[src/rtl/param_fifo.sv]
// Synchronous FIFO with configurable width/depth, almost-full/empty thresholds,
// sticky overflow/underflow flags and a selectable standard or first-word-fall-through read port.
module param_fifo #(
   parameter int DATA_WIDTH = 8,
   parameter int DEPTH      = 32,
   parameter int AF_LEVEL   = DEPTH - 2,
   parameter int AE_LEVEL   = 2,
   parameter int FWFT       = 0
) (
   input  logic                    clk,
   input  logic                    rst,
   input  logic                    wr_en,
   input  logic                    rd_en,
   input  logic                    clr_err,
   input  logic [DATA_WIDTH-1:0]   data_in,
   output logic [DATA_WIDTH-1:0]   data_out,
   output logic                    valid,
   output logic                    empty,
   output logic                    full,
   output logic                    almost_empty,
   output logic                    almost_full,
   output logic                    overflow,
   output logic                    underflow,
   output logic [$clog2(DEPTH):0]  fifo_count
);

   localparam int AW = $clog2(DEPTH);
   localparam int CW = AW + 1;
   localparam logic [CW-1:0] C_DEPTH = CW'(DEPTH);
   localparam logic [CW-1:0] C_AF    = CW'(AF_LEVEL);
   localparam logic [CW-1:0] C_AE    = CW'(AE_LEVEL);

   logic [DATA_WIDTH-1:0] r_mem [DEPTH];
   logic [AW-1:0]         r_wr_ptr;
   logic [AW-1:0]         r_rd_ptr;
   logic [CW-1:0]         r_count;
   logic [1:0]            r_run_sync;
   logic [DATA_WIDTH-1:0] r_dout;
   logic                  r_valid;
   logic                  r_ovf;
   logic                  r_unf;

   logic w_run;
   logic w_empty;
   logic w_full;
   logic w_wr_acc;
   logic w_rd_acc;
   logic w_ovf_evt;
   logic w_unf_evt;

   // Handshake: wr_en/rd_en are requests sampled at the rising edge; a write is
   // accepted only when not full and a read only when not empty (pre-edge state).
   // A request that is not accepted has no effect other than raising its error flag.
   assign w_run     = r_run_sync[1];
   assign w_empty   = (r_count == '0);
   assign w_full    = (r_count == C_DEPTH);
   assign w_wr_acc  = w_run & wr_en & ~w_full;
   assign w_rd_acc  = w_run & rd_en & ~w_empty;
   assign w_ovf_evt = w_run & wr_en & w_full;
   assign w_unf_evt = w_run & rd_en & w_empty;

   // Reset release is re-timed so no access lands on the edge that releases it.
   always_ff @(posedge clk or negedge rst) begin
      if (!rst) r_run_sync <= 2'b00;
      else      r_run_sync <= {r_run_sync[0], 1'b1};
   end

   always_ff @(posedge clk) begin
      if (w_wr_acc) r_mem[r_wr_ptr] <= data_in;
   end

   always_ff @(posedge clk or negedge rst) begin
      if (!rst) begin
         r_wr_ptr <= '0;
         r_rd_ptr <= '0;
         r_count  <= '0;
         r_ovf    <= 1'b0;
         r_unf    <= 1'b0;
      end else begin
         if (w_wr_acc) r_wr_ptr <= r_wr_ptr + AW'(1);
         if (w_rd_acc) r_rd_ptr <= r_rd_ptr + AW'(1);
         case ({w_wr_acc, w_rd_acc})
            2'b10:   r_count <= r_count + CW'(1);
            2'b01:   r_count <= r_count - CW'(1);
            default: r_count <= r_count;
         endcase
         r_ovf <= w_ovf_evt | (r_ovf & ~clr_err);
         r_unf <= w_unf_evt | (r_unf & ~clr_err);
      end
   end

   always_ff @(posedge clk or negedge rst) begin
      if (!rst) begin
         r_dout  <= '0;
         r_valid <= 1'b0;
      end else begin
         r_valid <= w_rd_acc;
         if (w_rd_acc) r_dout <= r_mem[r_rd_ptr];
      end
   end

   // In fall-through mode the head word is shown combinationally; zero while empty.
   assign data_out     = (FWFT != 0) ? (w_empty ? '0 : r_mem[r_rd_ptr]) : r_dout;
   assign valid        = (FWFT != 0) ? ~w_empty : r_valid;
   assign empty        = w_empty;
   assign full         = w_full;
   assign almost_empty = (r_count <= C_AE);
   assign almost_full  = (r_count >= C_AF);
   assign overflow     = r_ovf;
   assign underflow    = r_unf;
   assign fifo_count   = r_count;

endmodule

[config.mk]
export PLATFORM = sky130hd
export DESIGN_NAME = param_fifo
export DESIGN_NICKNAME = d
export VERILOG_FILES = /design/src/rtl/param_fifo.sv
export SDC_FILE = /design/constraint.sdc
export NUM_CORES = 1
export LEC_CHECK = 0
export CAP_MARGIN = 0
export CORE_MARGIN = 2
export CORE_UTILIZATION = 61
export DETAILED_ROUTE_END_ITERATION = 6
export GPL_ROUTABILITY_DRIVEN = 0
export PLACE_DENSITY = 0.79
export SLEW_MARGIN = 20
export SYNTH_ARGS = -nofsm -noshare
export SYNTH_HDL_FRONTEND = slang
export SYNTH_SLANG_ARGS = --single-unit
[constraint.sdc]
create_clock -name clk -period 3.8 [get_ports clk]
set_input_delay 0.38 -clock clk [delete_from_list [all_inputs] [get_ports clk]]
set_output_delay 0.38 -clock clk [all_outputs]
set_load 0.03 [all_outputs]
Yosys cells after proc, flatten, opt, wreduce, memory -nomap -nowiden
Memories as Yosys holds them, arrays and structs flattened. A register that Yosys moved wholly into a read port is not among the register bits.
Cells that the tools add are included.
- register bits: 21
- latch bits: 0
- bits in writable memories: 256
- bits in read-only memories: 0
- input bits: 13
- logic and storage cells: 36
- memories kept: 1
- $add $sub $neg: 4
- $mul: 0
- divide/modulo/power cells: 0
- magnitude comparators: 2
- eq/ne operators: 3
- shift operators: 0
- mux-type cells: 3
- bitwise gates (word level): 13
- reductions and logical operators: 3
- memories (name ; depth ; width ; read ports ; clocked after Yosys merged registers in ; write ports ; line ; RTL):
    r_mem ; 32 ; 8 ; 1 ; 1 ; 1 ; 33 ; logic [DATA_WIDTH-1:0] r_mem [DEPTH];
- operators by type and width (kind ; number):
    $pmux W6 S2 ; 1
    $add A5 B1 Y5 const B ; 2
    $and A1 B1 Y1 ; 8
    $add A6 B1 Y6 const B ; 1
    $eq A6 B6 Y1 const B ; 1
    $ge A6 B5 Y1 const B ; 1
    $le A6 B2 Y1 const B ; 1
    $logic_not A6 Y1 ; 1
    $sub A6 B1 Y6 const B ; 1
    $not A1 Y1 ; 3
    $eq A2 B1 Y1 const B ; 1
    $eq A2 B2 Y1 const B ; 1
    $mux W1 ; 2
    $or A1 B1 Y1 ; 2
    $reduce_bool A2 Y1 ; 1
    $logic_not A1 Y1 ; 1

Longest topological paths before layout
Gate-level depths: netlist of run 1.
- word-level depth: 5
- depth in mapped cells: 14
- gate-level depth less buffers: 12

Worst setup path before layout of run 1
Ideal clock, no wire load.
- path kind: flip-flop to flip-flop
- start: register r_count[2] (netlist: fifo_count[2])
- end: register r_count[4] (netlist: fifo_count[4])
- arrival time: 3.123 ns
- required time: 3.719 ns
- slack: 0.597 ns
- stages on the path, launching flop included: 15
- path buffers: 2
- clock period less this slack: 3.203 ns
- cells stage by stage: dfrtp_1 buf_6 or4_4 or3_4 nand3_4 inv_4 ha_1 clkbuf_1 xor2_1 ha_1 nand2b_1 a21oi_1 a21oi_1 a21oi_1 xor2_1
- word-level cells in the longest chain between the ends: 5
- elaborated cells between the ends (all ways): 12
- RTL lines (element ; line ; RTL):
    from (decl) ; 36 ; logic [CW-1:0] r_count;
    from (signal assigned) ; 83 ; 2'b10: r_count <= r_count + CW'(1);
    from (signal assigned) ; 84 ; 2'b01: r_count <= r_count - CW'(1);
    from (signal assigned) ; 85 ; default: r_count <= r_count;
    $logic_not A6 Y1 (*) ; 55 ; assign w_empty = (r_count == '0);
    $not A1 Y1 (*) ; - ;
    $and A1 B1 Y1 (*) ; 58 ; assign w_rd_acc = w_run & rd_en & ~w_empty;
    via w_rd_acc ; 47 ; logic w_rd_acc;
    $eq A2 B1 Y1 or $eq A2 B2 Y1 (tied branches) ; 82 ; case ({w_wr_acc, w_rd_acc})
    $pmux W6 S2 or $reduce_bool A2 Y1 (tied branches) ; - ;
The timed path passes the listed nets; every way through them passes the cells marked *.
A chain may end at the register's enable or synchronous reset.

Final worst setup path of run 1
Ends and elaborated chain as after synthesis.

==> impl_metrics.yaml, run 1 <==
floorplanning:
  fp.dieH_um: 141.1
  initial_core_util_pct: 61.70
  die_area_mm2: 0.01991
  rows: 50
  pin_count: 34
  fp.dieW_um: 141.1
  core_mm2: 0.01858
timing:
  slew_headroom_pct: 42.94
  fin_skew_ns: 0.009343
  finalSetupTns_ns: 0
  rsz0062_at_grt: "no"
  timing.final.ws_setup_ns: 0.4457
  finalCritPeriodShare_pct: 88.27
  drv_slew: 0
  hold_viol_final: 0
  worst_pin_slew_ns: 0.8528
  fmax_mhz: 298.1
  period_minus_slack_ns: 3.354
  setup_viol: 0
  hold_slack_ns: 0.2502
clock_tree:
  clk_latency_ns: 0.52
  cts_hold_buf: 0
  cts-root-buf: "clkbuf_16"
  post-cts-setup-buffers: 0
  path_clk_slew_ns: 0.06
  cts_resized: 0
  htree_levels: 1
  cts_sinks: 285
  clock_path_buffers: 3
  numCtsBuffers: 27
  cts_tree: "built"
placement:
  pre_cts_ws_ns: 0.5312
  portBuffers: 33
  place_hpwl_mm: 14.40
  dp_cells: 904
drt:
  drc: 0
  final_antenna_net_count: 0
  firstDrtPassIters: 5
  totalWireLength_mm: 23.10
  wl_per_cell_um: 24.29
  drtIter0Drc: 635
  routed_via_density: 6.381
  vias: 6068
setup_path:
  critPathBufInv: 1
  crit_family: "simple AND/OR/NAND/NOR gates"
  crit_fanout: 18
  crit_path_cell_trace: "or4_4 -> or3_4 -> nand3_4 -> inv_4 -> ha_1 -> xor2_1 -> ha_1 -> nand2b_1 -> a21oi_1 -> a21oi_1 -> a21oi_1 -> xor2_1"
  r2r_slack_ns: 0.45
  cpPeakStageDelay_ns: 0.57
  arrival_ns: 3.79
  critPathLaunchType: "flop"
  crit_path_frequent_cell: "a21oi_1"
  end_kind: "flop"
  cpMaxStageDelayCell: "or4_4"
  setup.worst_path.class: "flop to flop"
  critPathRequiredTime_ns: 4.24
cells_and_area:
  n_fill_cell: 1160
  area_growth_pct: 10.71
  fin_nets: 720
  drive_gt1_share_pct: 13.39
  antenna_cells: 0
  fin_cells: 951
yosys:
  synthDominantCellAreaShare_pct: 67.05
  synth.distinct_cells: 47
  yosysSeqAreaShare_pct: 73.38
  yosysTopAreaCell: "edfxtp_1"
  syn-cell-area_mm2: 0.01146
  syn_nets: 678
  postSynthCellCount: 657
  avgSynthCellArea_um2: 17.45
  ys_warn_count: 0
  ys_top_cells_by_count: "edfxtp_1 (256), mux2i_1 (64), nor2_1 (51)"
  synth-edff-count: 256
  yosysMostFrequentCell: "edfxtp_1"
  async_reset_ff_share_pct: 10.18
  synth_area_leaders: "edfxtp_1 (67%), dfrtp_1 (6.3%), mux4_2 (5.9%)"
  yosys_most_used_dff: "edfxtp_1"
  synth-seq-cells: 285
power:
  p_leak_nw: 4.350
  powerDensity_mw_per_mm2: 706.9
  vdd_ir_drop_max_v: 0.0003451
  p_total_w: 0.008973
grt:
  grt_util_all_layers_pct: 24.03
  grt_pass1_wl_mm: 36.07
  antenna_found_initial: 0
  grt_max_degree: 39
  first_global_vias: 6249
  grt_overflow: 0
flow_run:
  cap_viol_max_count: 0
status:
  outcome: "completed"
min_path:
  hp-class: "input pin to asynchronous set/reset pin"
## placed cells by master (no fill, tap or decap), types with 5 or more instances in the layout
cell type        netlist  routed
edfxtp_1             256     256
mux2i_1               64      64
nor2_1                51      51
nand2_1               37      37
mux4_2                30      30
dfrtp_1               29      28
clkbuf_16              0      27
clkdlybuf4s50_1        0      25
a21oi_1               21      21
o22ai_1               19      19
o21ai_0               15      15
buf_4                  4      13
inv_1                  9       9
a31oi_1                9       9
xnor2_1                8       8
a221oi_1               8       8
ha_1                   8       8
clkbuf_1               9       8
buf_2                  7       8
xor2_1                 7       7
nand3b_1               7       7
a221o_1                7       7
a22o_1                 7       7
clkinv_1               0       6
clkinv_2               0       5
## routing by layer
layer  track usage [%]  vias to the layer above  share of wire, %
met2             39.93                      255                51
met1             34.49                     3101                41
li1                  -                     2674                 -
met3             3.668                       38               6.6
met4             5.421                        0               2.0
met5                 0                        -                 0
## state kept, by name, indices dropped and copies added, names as in the netlist
register	flops
data_out	8
r_rd_ptr	5
underflow	1
r_wr_ptr	5
r_run_sync	2
valid	1
fifo_count	6
r_mem	256
overflow	1
## cell type report
type	count	area, um^2	share of cell area (%)
well taps	234	292.8	2.307
multi-input cells	329	2771	21.84
clock buffers	35	705.7	5.560
clock inverters	12	77.57	0.6112
inverters	10	40.04	0.3155
flip-flops and latches	285	8417	66.31
repair buffers	46	387.9	3.056
## stage by stage
step / area (um^2) / utilization (%)
global route: 12690 / 68.31
detailed placement: 11930 / 64.23
finish: 12690 / 68.31
global placement: 11950 / 64.31
CTS: 12720 / 68.44
floorplan: 11460 / -
## power breakdown
part	switching [W]	internal (W)
logic	0.00151	0.00112
registers	0.000305	0.00363
clock network	0.00105	0.00136
total	0.00286	0.00611
## final timing paths
| check | from | to | cells past startpoint |
|---|---|---|---|
| setup / recovery | fifo_count[2] | fifo_count[4] | 12 |
| hold / removal | rst | fifo_count[2] | 2 |
| setup reg to reg | fifo_count[2] | fifo_count[4] | 12 |
| hold reg to reg | r_run_sync[0] | r_run_sync[1] | 0 |
| max in group asynchronous | rst | r_rd_ptr[0] | 2 |
| min in group clk | r_run_sync[0] | r_run_sync[1] | 0 |
## logic make-up (layout without fill, tap and decap cells)
family                     count (synthesis)  in the layout  synth area share [%]
xor gates and xnor gates                  15             15                 1.146
DFF                                      285            285                 73.38
adders and majority gates                  8              8                0.8731
muxes                                     97             97                 12.04
buffers and inverters                     43            103                 2.445
and+or+nand+nor                          119            119                 5.009
AOI/OAI and AO/OA                         89             89                 5.075
other                                      1              1               0.03271
Power figures use the tool's default switching activity.
==> inputs of run 2 (changes only) <==
Settings changed: SLEW_MARGIN 20 to default.
==> impl_metrics.yaml, run 2 (synthesis gave the netlist of run 1 again) <==
status:
  outcome: "completed"
cells_and_area:
  fin_nets: 721
  fin_cells: 956
  final_cell_mix: "edfxtp_1 (256), mux2i_1 (64), nor2_1 (51)"
  drive_gt1_share_pct: 13.99
  layout_commonest_cell: "edfxtp_1"
  area_growth_pct: 12.06
  largest_reg_flops: 256
  antenna_cells: 0
  regMostFlops: "r_mem"
timing:
  finalSetupTns_ns: 0
  setup_viol: 0
  fin_skew_ns: 0.01237
  finalCritPeriodShare_pct: 86.58
  slew_headroom_pct: 12.30
  drv_slew: 0
  worst_pin_slew_ns: 1.311
  rsz0062_at_grt: "no"
  fmax_mhz: 304.0
  hold_viol_final: 0
  period_minus_slack_ns: 3.290
grt:
  first_global_vias: 6259
  grt_util_all_layers_pct: 24.31
  grt_max_degree: 39
  grt_overflow: 0
  top_usage_layer: "met2"
  grt_use_met1_pct: 34.18
  grt_pass1_wl_mm: 36.35
  use_met3_pct: 3.736
  antenna_found_initial: 0
  met2_usage_pct: 40.21
clock_tree:
  post-cts-setup-buffers: 0
  clock_path_buffers: 3
  cts_tree: "built"
  clk_latency_ns: 0.53
  cts_hold_buf: 0
  path_clk_slew_ns: 0.06
  cts_resized: 0
  cts_sinks: 285
  cts-root-buf: "clkbuf_16"
  numCtsBuffers: 28
  htree_levels: 1
drt:
  drtIter0Drc: 619
  firstDrtPassIters: 4
  wl_per_cell_um: 24.50
  vias: 6101
  final_antenna_net_count: 0
  totalWireLength_mm: 23.42
  routed_via_density: 6.382
  drc: 0
power:
  powerDensity_mw_per_mm2: 721.1
  p_total_w: 0.009264
  p_leak_nw: 4.419
  vdd_ir_drop_max_v: 0.0003659
min_path:
  hp-class: "input pin to asynchronous set/reset pin"
floorplanning:
  fp.dieH_um: 141.1
  die_area_mm2: 0.01991
  pin_count: 34
  core_mm2: 0.01858
  rows: 50
  initial_core_util_pct: 61.70
  fp.dieW_um: 141.1
flow_run:
  cap_viol_max_count: 0
setup_path:
  setup.worst_path.class: "flop to flop"
  end_kind: "flop"
  crit_fanout: 18
  reg2reg_depth: 12
  critPathLaunchType: "flop"
  critPathRequiredTime_ns: 4.25
  arrival_ns: 3.74
placement:
  portBuffers: 33
  dp_cells: 904
  place_hpwl_mm: 14.42
[run 2: cell types whose count changed in the layout (fill, tap and decap cells not counted)]
cell / delta
buf_2: -6
bufinv_16: +2
clkbuf_1: -6
clkbuf_16: +2
clkdlybuf4s50_1: +6
clkinv_2: +6
clkinvlp_4: +1
[run 2: path summary, 6_finish.rpt]
check,slack (ns),startpoint,to
worst min register to register,0.35,r_run_sync[0],r_run_sync[1]
worst max-delay path,0.51,fifo_count[2],fifo_count[4]
worst max register to register,0.51,fifo_count[2],fifo_count[4]
worst min-delay path,0.23,rst,fifo_count[0]
min in group clk,0.35,r_run_sync[0],r_run_sync[1]
max in group asynchronous,3.25,rst,r_rd_ptr[0]
[run 2: per-layer routing]
layer | part of all wire (%) | up-vias
li1 | - | 2677
met1 | 40 | 3108
met2 | 50 | 275
met3 | 7.2 | 41
met4 | 2.2 | 0
met5 | 0 | -
[run 2: through the flow]
step	setup WS, ns	hold slack [ns]	util, %	area, um^2
3_5_place_dp	0.5369	0.3484	64.31	11950
4_1_cts	0.5269	0.2345	69.20	12860
3_3_place_gp	0.6885	0.3404	64.31	11950
5_1_grt	0.3448	0.2555	69.14	12850
2_1_floorplan	0.5965	0.08441	-	11460
6_report	0.5101	0.2316	69.14	12850
[run 2: final cells by class]
| type | instances | area [um^2] |
|---|---|---|
| multi-input cells | 329 | 2771 |
| clock inverters | 21 | 175.2 |
| inverters | 10 | 40.04 |
| clock buffers | 31 | 733.2 |
| well taps | 234 | 292.8 |
| repair buffers | 46 | 417.9 |
| flip-flops and latches | 285 | 8417 |
| fillers | 1153 | 5733 |
[run 2: power by group]
part | leakage, nW | switching, W | internal (W)
combinational | 1.31 | 0.00151 | 0.00113
clock | 0.455 | 0.00111 | 0.00159
sequential | 2.66 | 0.000304 | 0.00363
total | 4.42 | 0.00292 | 0.00634
[run 2: worst max-delay path, stage by stage, from the launching register on]
cell	delay [ns]
dfrtp_1	0.49
or4_4	0.58
or3_4	0.37
nand3_4	0.21
inv_4	0.10
ha_1	0.33
xor2_1	0.20
ha_1	0.23
nand2b_1	0.14
a21oi_1	0.12
a21oi_1	0.05
a21oi_1	0.22
xor2_1	0.17
==> inputs of run 3 (changes only) <==
Settings changed: CORE_MARGIN 2 to default.
Clock period 3.8 ns to 4.2 ns, I/O delays scaled along.
==> impl_metrics.yaml, run 3 (synthesis gave the netlist of run 1 again) <==
floorplanning:
  pin_count: 34
  die_area_mm2: 0.01935
  fp.dieH_um: 139.1
  initial_core_util_pct: 62.96
  core_mm2: 0.01821
  rows: 49
  fp.dieW_um: 139.1
cells_and_area:
  final_cell_mix: "edfxtp_1 (256), mux2i_1 (64), nor2_1 (51)"
  layout_commonest_cell: "edfxtp_1"
  drive_gt1_share_pct: 13.87
  regMostFlops: "r_mem"
  fin_nets: 720
  area_growth_pct: 13.27
  n_fill_cell: 1065
  antenna_cells: 0
  largest_reg_flops: 256
timing:
  worst_pin_slew_ns: 1.311
  drv_slew: 0
  hold_viol_final: 0
  fin_skew_ns: 0.01269
  fmax_mhz: 300.2
  finalSetupTns_ns: 0
  period_minus_slack_ns: 3.331
  finalCritPeriodShare_pct: 79.32
  hold_slack_ns: 0.2791
  setup_viol: 0
  rsz0062_at_grt: "no"
  slew_headroom_pct: 12.30
min_path:
  hp-class: "input pin to asynchronous set/reset pin"
grt:
  grt_pass1_wl_mm: 36.11
  grt_util_all_layers_pct: 25.04
  antenna_found_initial: 0
  grt_overflow: 0
  first_global_vias: 6126
  grt_max_degree: 34
power:
  p_leak_nw: 4.465
  powerDensity_mw_per_mm2: 669.6
  vdd_ir_drop_max_v: 0.0005025
drt:
  drc: 8
  final_antenna_net_count: 0
  drtIter0Drc: 596
  vias: 6106
  totalWireLength_mm: 23.25
  routed_via_density: 6.427
  wl_met2_mm: 11.51
  top_layer: "met4"
  wl_met3_mm: 1.751
  firstDrtPassIters: 7
  wl_met1_mm: 9.378
  wl_per_cell_um: 24.48
clock_tree:
  cts_resized: 0
  clock_path_buffers: 3
  cts-root-buf: "clkbuf_16"
  post-cts-setup-buffers: 0
  cts_hold_buf: 0
  cts_tree: "built"
  path_clk_slew_ns: 0.06
  numCtsBuffers: 28
  clk_latency_ns: 0.54
  htree_levels: 1
  cts_sinks: 285
placement:
  portBuffers: 33
  place_hpwl_mm: 13.97
setup_path:
  critPathRequiredTime_ns: 4.66
  reg2reg_depth: 12
  arrival_ns: 3.79
  crit_fanout: 18
  setup.worst_path.class: "flop to flop"
  end_kind: "flop"
  critPathLaunchType: "flop"
flow_run:
  cap_viol_max_count: 0
status:
  outcome: "complete, but fails checks"
  violations: "DRC"
==> run 3: worst paths after layout <==
check                           slack [ns]     startpoint       endpoint
worst max-delay path                  0.87  fifo_count[2]  fifo_count[4]
worst min-delay path                  0.28            rst  fifo_count[3]
worst max register to register        0.87  fifo_count[2]  fifo_count[4]
worst min register to register        0.36  r_run_sync[0]  r_run_sync[1]
max in group asynchronous             3.61            rst    r_rd_ptr[0]
min in group clk                      0.36  r_run_sync[0]  r_run_sync[1]
==> run 3: critical path, stage by stage (launching register included) <==
cell and delay (ns):
dfrtp_1 0.48, or4_4 0.58, or3_4 0.37, nand3_4 0.23
inv_4 0.09, ha_1 0.33, xor2_1 0.20, ha_1 0.22
nand2b_1 0.15, a21oi_1 0.19, a21oi_1 0.07, a21oi_1 0.18
xor2_1 0.15
==> run 3: layout make-up <==
cell class	instances	area, um^2	area share, %
repair buffers	45	427.9	3.295
multi-input cells	329	2771	21.34
inverters	10	40.04	0.3083
clock inverters	21	310.3	2.389
flip-flops and latches	285	8417	64.81
clock buffers	31	733.2	5.646
well taps	229	286.5	2.206
==> run 3: power by group <==
| group | switching [W] | total [W] | leakage [nW] | internal [W] |
|---|---|---|---|---|
| clock | 0.00105 | 0.00280 | 0.501 | 0.00175 |
| sequential | 0.000309 | 0.00359 | 2.66 | 0.00328 |
| combinational | 0.00130 | 0.00231 | 1.31 | 0.00101 |
==> run 3: per-stage QoR <==
stage	util (%)	area [um^2]	std cells	power, W	setup slack [ns]
floorplan	-	11460	657	0.005270	0.9965
global placement	65.62	11950	898	0.005870	1.060
detailed placement	65.62	11950	898	0.005932	0.9524
CTS	71.35	12990	950	0.008711	0.8844
global route	71.32	12990	950	0.008999	0.7270
finish	71.32	12990	950	0.008696	0.8686
==> run 3: metal layers <==
layer  GRT usage, %  vias up
li1               -     2666
met1          34.89     3121
met2          41.47      272
met3          3.833       47
met4          7.544        0
met5              0        -
